File: src/rtl/mem_stage.sv
// Pipeline memory-access stage: word load/store on an internal data memory with multi-cycle latency.
// Optional MEM_RANGE_CHECK_EN adds addr_err and suppresses out-of-range accesses instead of wrapping.
module mem_stage #(
  parameter int DATA_W    = 32,
  parameter int DEST_W    = 4,
  parameter int MEM_DEPTH = 64,
  parameter int BASE_ADDR = 1024,
  parameter int LATENCY   = 4
) (
  input  logic              clk,
  input  logic              rst,
  input  logic              wb_enable,
  input  logic              mem_r_en,
  input  logic              mem_w_en,
  input  logic [DATA_W-1:0] alu_res,
  input  logic [DATA_W-1:0] val_rm,
  input  logic [DEST_W-1:0] dest,
  output logic              freeze,
  output logic              wb_enable_out,
  output logic              mem_r_en_out,
  output logic [DATA_W-1:0] alu_res_out,
  output logic [DATA_W-1:0] mem_res_out,
  output logic [DEST_W-1:0] dest_out
`ifdef MEM_RANGE_CHECK_EN
  ,
  output logic              addr_err
`endif
);

  localparam int IDX_W = (MEM_DEPTH > 1) ? $clog2(MEM_DEPTH) : 1;
  localparam int CNT_W = $clog2(LATENCY + 1);

  typedef enum logic {IDLE, BUSY} state_t;

  state_t             state_q, state_d;
  logic [CNT_W-1:0]   cnt_q, cnt_d;
  logic               access;
  logic               freeze_raw;
  logic               complete;
  logic               in_range;
  logic               mem_we;
  logic [IDX_W-1:0]   mem_idx;
  logic [DATA_W-1:0]  mem_q [MEM_DEPTH];

  logic               wb_enable_q, wb_enable_d;
  logic               mem_r_en_q, mem_r_en_d;
  logic [DATA_W-1:0]  alu_res_q, alu_res_d;
  logic [DATA_W-1:0]  mem_res_q, mem_res_d;
  logic [DEST_W-1:0]  dest_q, dest_d;
  logic               addr_err_q, addr_err_d;

  assign access  = mem_r_en | mem_w_en;
  assign mem_idx = IDX_W'((alu_res - DATA_W'(BASE_ADDR)) >> 2);

`ifdef MEM_RANGE_CHECK_EN
  assign in_range = (alu_res >= DATA_W'(BASE_ADDR)) &&
                    (((alu_res - DATA_W'(BASE_ADDR)) >> 2) < DATA_W'(MEM_DEPTH));
`else
  assign in_range = 1'b1;
`endif

  always_comb begin
    state_d    = state_q;
    cnt_d      = cnt_q;
    freeze_raw = 1'b0;
    case (state_q)
      IDLE: begin
        if (access && (LATENCY > 1)) begin
          freeze_raw = 1'b1;
          cnt_d      = CNT_W'(LATENCY - 2);
          state_d    = BUSY;
        end
      end
      BUSY: begin
        if (cnt_q != '0) begin
          freeze_raw = 1'b1;
          cnt_d      = cnt_q - 1'b1;
        end else begin
          state_d = IDLE;
        end
      end
    endcase
  end

  // Gating with rst makes the stall drop the instant reset asserts, even with an access on the inputs.
  assign freeze   = freeze_raw & rst;
  assign complete = access & ~freeze;
  assign mem_we   = complete & mem_w_en & in_range & rst;

  always_comb begin
    wb_enable_d = 1'b0;
    mem_r_en_d  = 1'b0;
    alu_res_d   = '0;
    mem_res_d   = '0;
    dest_d      = '0;
    addr_err_d  = 1'b0;
    if (!freeze) begin
      wb_enable_d = wb_enable;
      mem_r_en_d  = mem_r_en;
      alu_res_d   = alu_res;
      dest_d      = dest;
      addr_err_d  = access & ~in_range;
      // A simultaneous store takes priority, so only a pure load returns data.
      if (mem_r_en && !mem_w_en && in_range) begin
        mem_res_d = mem_q[mem_idx];
      end
    end
  end

  always_ff @(posedge clk or negedge rst) begin
    if (!rst) begin
      state_q     <= IDLE;
      cnt_q       <= '0;
      wb_enable_q <= 1'b0;
      mem_r_en_q  <= 1'b0;
      alu_res_q   <= '0;
      mem_res_q   <= '0;
      dest_q      <= '0;
      addr_err_q  <= 1'b0;
    end else begin
      state_q     <= state_d;
      cnt_q       <= cnt_d;
      wb_enable_q <= wb_enable_d;
      mem_r_en_q  <= mem_r_en_d;
      alu_res_q   <= alu_res_d;
      mem_res_q   <= mem_res_d;
      dest_q      <= dest_d;
      addr_err_q  <= addr_err_d;
    end
  end

  // Data memory contents survive reset.
  always_ff @(posedge clk) begin
    if (mem_we) begin
      mem_q[mem_idx] <= val_rm;
    end
  end

  assign wb_enable_out = wb_enable_q;
  assign mem_r_en_out  = mem_r_en_q;
  assign alu_res_out   = alu_res_q;
  assign mem_res_out   = mem_res_q;
  assign dest_out      = dest_q;

`ifdef MEM_RANGE_CHECK_EN
  assign addr_err = addr_err_q;
`else
  logic unused_addr_err;
  assign unused_addr_err = addr_err_q;
`endif

endmodule

File: config.mk
export PLATFORM = sky130hd
export DESIGN_NAME = mem_stage
export DESIGN_NICKNAME = d
export VERILOG_FILES = /design/src/rtl/mem_stage.sv
export SDC_FILE = /design/constraint.sdc
export NUM_CORES = 2
export LEC_CHECK = 0
export ABC_CLOCK_PERIOD_IN_PS = 4100
export BUFFER_PORTS_ARGS = -buffer_cell sky130_fd_sc_hd__buf_2
export CORE_MARGIN = 10
export CORE_UTILIZATION = 57
export DETAILED_ROUTE_END_ITERATION = 12
export HOLD_SLACK_MARGIN = 0.1
export PLACE_DENSITY = 0.72
export SLEW_MARGIN = 10
export SYNTH_ARGS = -nofsm -noshare
export SYNTH_HDL_FRONTEND = slang
export SYNTH_SLANG_ARGS = --single-unit
File: constraint.sdc
create_clock -name clk -period 4.1 [get_ports clk]
set_clock_uncertainty 0.2 [all_clocks]
set_input_delay 0.205 -clock clk [delete_from_list [all_inputs] [get_ports clk]]
set_output_delay 0.205 -clock clk [all_outputs]
set_load 0.02 [all_outputs]
==> impl_results.md <==
- Status: finished clean
- Starting DRT DRC Count: 7110
- Io pins: 144
- Yosys cell types: 47
- Mean Syn Cell Area: 17.8 µm²
- Initial antenna violation count: 17
- Share of layout cells above drive strength 1: 0.162
- Most frequent cells in the layout: 2048 x edfxtp_1, 507 x a22oi_1, 308 x a221oi_1
- Full die area: 0.153 mm²
- RD Place Congestion: 0.851
- Via-per-instance ratio: 6.90
- Worst r2r dst: mem_q[62][10]
- Placed cell areas: 0.0835 mm²
- Commonest non-fill, non-tap cell in the layout: edfxtp_1
- VDD IR max: 0.416 mV
- Total power: 0.0453 W
- # Max-Cap Violations: 0
- EDFF count, synth: 2048
- Grt total ovfl: 0
- Total track usage: 0.290
- HPWL after DPL: 127000 µm
- PwrDens: 496 mW/mm²
- Final setup TNS: 0 ns
- Lkg Pwr: 29.0 nW
- DRT Wirelength: 224000 µm
- Wire length per cell: 33.0 µm
- CTS Buffer Depth: 3
- Depth of the CTS H-tree: 4
- Main synth FF type: edfxtp_1
- Final #Nets: 4888
- Final Hold Vio Count: 0
- Setup CP Type: in2reg
- Startpoint types: input pin
- Highest Clock Rate: 264 MHz
- Tcrit/Tclk final: 0.925
- Port bufs: 143
- Synthesized Nets: 4494
- Die height: 391 µm
- Num rows: 136
- Die Wd: 391 µm
- CTS Root Cell: clkbuf_16
- CP arrival: 4.33 ns
- Starting density of the core: 0.572
- Worst min path class: in2reg
- Worst Path Required: 4.64 ns
- Vias in the first global route: 46.2k
- End of the critical path: mem_res_out[27]
- Detailed-route via count: 46.9k
- Total core area: 0.137 mm²
- Unrepaired setup endpoints after global routing: no
- Worst-path maximum fanout: 31
- Largest net degree at the start of global routing: 103
- Yosys Warn Count: 0
- Fillcell total: 8821
- Fin crit period: 3.79 ns
- Slew headroom: 0.171
- Worst-path clk slew: 0.06 ns
- Synth Register Bits: 2122
- Final antenna-violating net count: 0
- First-pass GRT wire length: 323000 µm
- Detailed Routing Iterations Pass 1: 6
- Post-synthesis sequential area ratio: 0.807
- CTS tree: yes
- Final setup viols: 0
- Final slew viol count: 0
- CP startpoint: alu_res[3]
- CTS buffer count: 200
- Synth-to-Final Area Change: 16.3%
- Worst r2r path cells: 9
- Clk Latency, worst-skew pair: 0.88 ns
- Reg2Reg Launch Point: cnt_q[0]
- Asr flop ratio synth: 0.0349
- Syn Inst Count: 4419
- Mapped Area: 0.0785 mm²
- Remaining DRCs: 0
- Clk sinks: 2122
- R2R Setup Slk: 1.09 ns
- Slew at the pin with the worst max-slew slack: 1.24 ns
- Final Cell Area: 0.0913 mm²
- Setup crit end kind: flip-flop
- Final hold slack: 0.128 ns
-- metrics by stage --
step | util | std cells | worst slack (ns)
floorplan | - | 4419 | 0.699
detailed placement | 0.609 | 6297 | 0.119
global placement | 0.609 | 6297 | 0.0670
global route | 0.666 | 6778 | 0.404
CTS | 0.666 | 6776 | 0.374
finish | 0.666 | 6788 | 0.307
-- timing repair --
action / in CTS / in global routing
endpoints found under the hold margin: 2165 / 0
buffers inserted: 0 / 0
gates resized for setup: 0 / 0
hold buffers: 108 / 0
-- per-layer routing --
layer  vias to the layer above  routed length, µm  GRT usage
li1                      19277                  -          -
met1                     23736              80600      0.389
met4                        12               8800      0.108
met3                       525              26500     0.0648
met2                      3300             108000      0.468
met5                         -                 73          0
-- critical path, stage by stage --
cell and delay, ns:
dlygate4sd3_1 0.58, buf_2 0.57, and3b_4 0.44, buf_4 0.31, a22oi_1 0.25, a21oi_1 0.12, nor4_1 0.97, buf_4 0.27
and3_1 0.39, a41oi_1 0.16
-- cell usage after synthesis, types with 4 or more instances --
| cell | number | area share |
|---|---|---|
| nand3_1 | 4 | 0.00026 |
| nor3_1 | 117 | 0.0075 |
| o22ai_1 | 248 | 0.020 |
| mux2i_1 | 192 | 0.024 |
| inv_1 | 4 | 0.00019 |
| and3_1 | 30 | 0.0024 |
| nor4_1 | 32 | 0.0026 |
| nor2_1 | 161 | 0.0077 |
| o221ai_1 | 5 | 0.00056 |
| clkbuf_1 | 200 | 0.0096 |
| edfxtp_1 | 2048 | 0.78 |
| o21ai_0 | 93 | 0.0059 |
| nand2b_1 | 11 | 0.00088 |
| nor2b_1 | 9 | 0.00072 |
| and2_1 | 40 | 0.0032 |
| a31oi_1 | 7 | 0.00056 |
| nand2_1 | 27 | 0.0013 |
| nor3b_1 | 5 | 0.00048 |
| buf_1 | 33 | 0.0016 |
| a22o_1 | 9 | 0.0010 |
| dfrtp_1 | 74 | 0.024 |
| a41oi_1 | 28 | 0.0031 |
| a21oi_1 | 91 | 0.0058 |
| buf_2 | 101 | 0.0064 |
| a22oi_1 | 507 | 0.048 |
| a221oi_1 | 308 | 0.034 |
-- area by class of cell --
cell class / count / area [µm²] / area share
Clock inverter: 137 / 1510 / 0.0165
Clock buffer: 234 / 5190 / 0.0569
Tap cell: 1794 / 2240 / 0.0246
Antenna cell: 12 / 30.0 / 0.000329
Timing Repair Buffer: 527 / 4660 / 0.0510
Sequential cell: 2122 / 63400 / 0.694
Inverter: 5 / 23.8 / 0.000260
Multi-Input combinational cell: 1957 / 14300 / 0.157
-- cells by family (layout without fill, tap and decap cells) --
family | count (synthesis) | in the layout | share of synthesized area
AND/OR/NAND/NOR | 448 | 448 | 0.0280
adder cells (fa/ha/maj) | 2 | 2 | 0.000319
multiplexers | 195 | 195 | 0.0253
flip-flops | 2122 | 2122 | 0.807
other | 0 | 12 | 0
buffers and inverters | 340 | 903 | 0.0180
AO/OA/AOI/OAI | 1312 | 1312 | 0.121
-- sequential cells by signal (all words and copies together) (netlist names) --
register       count
mem_q           2048
alu_res_out       32
mem_res_out       32
dest_out           4
cnt_q              3
mem_r_en_out       1
state_q            1
wb_enable_out      1
-- report_power, final --
group / switching, W / total, W / internal [W]
Sequential: 0.0000590 / 0.0240 / 0.0239
Combinational: 0.00180 / 0.00257 / 0.000765
Clock: 0.00815 / 0.0187 / 0.0106
Total: 0.0100 / 0.0453 / 0.0352
-- worst min path at each step --
stage / start / endpoint / depth (start not counted)
CTS: val_rm[6] / mem_q[25][6] / 2
finish: val_rm[17] / mem_q[32][17] / 2
detailed placement: rst / dest_out[3] / 1
global route: val_rm[6] / mem_q[29][6] / 2
floorplan: rst / alu_res_out[0] / 0
global placement: rst / dest_out[0] / 1
Note: power is estimated with default switching activity, not from simulation.
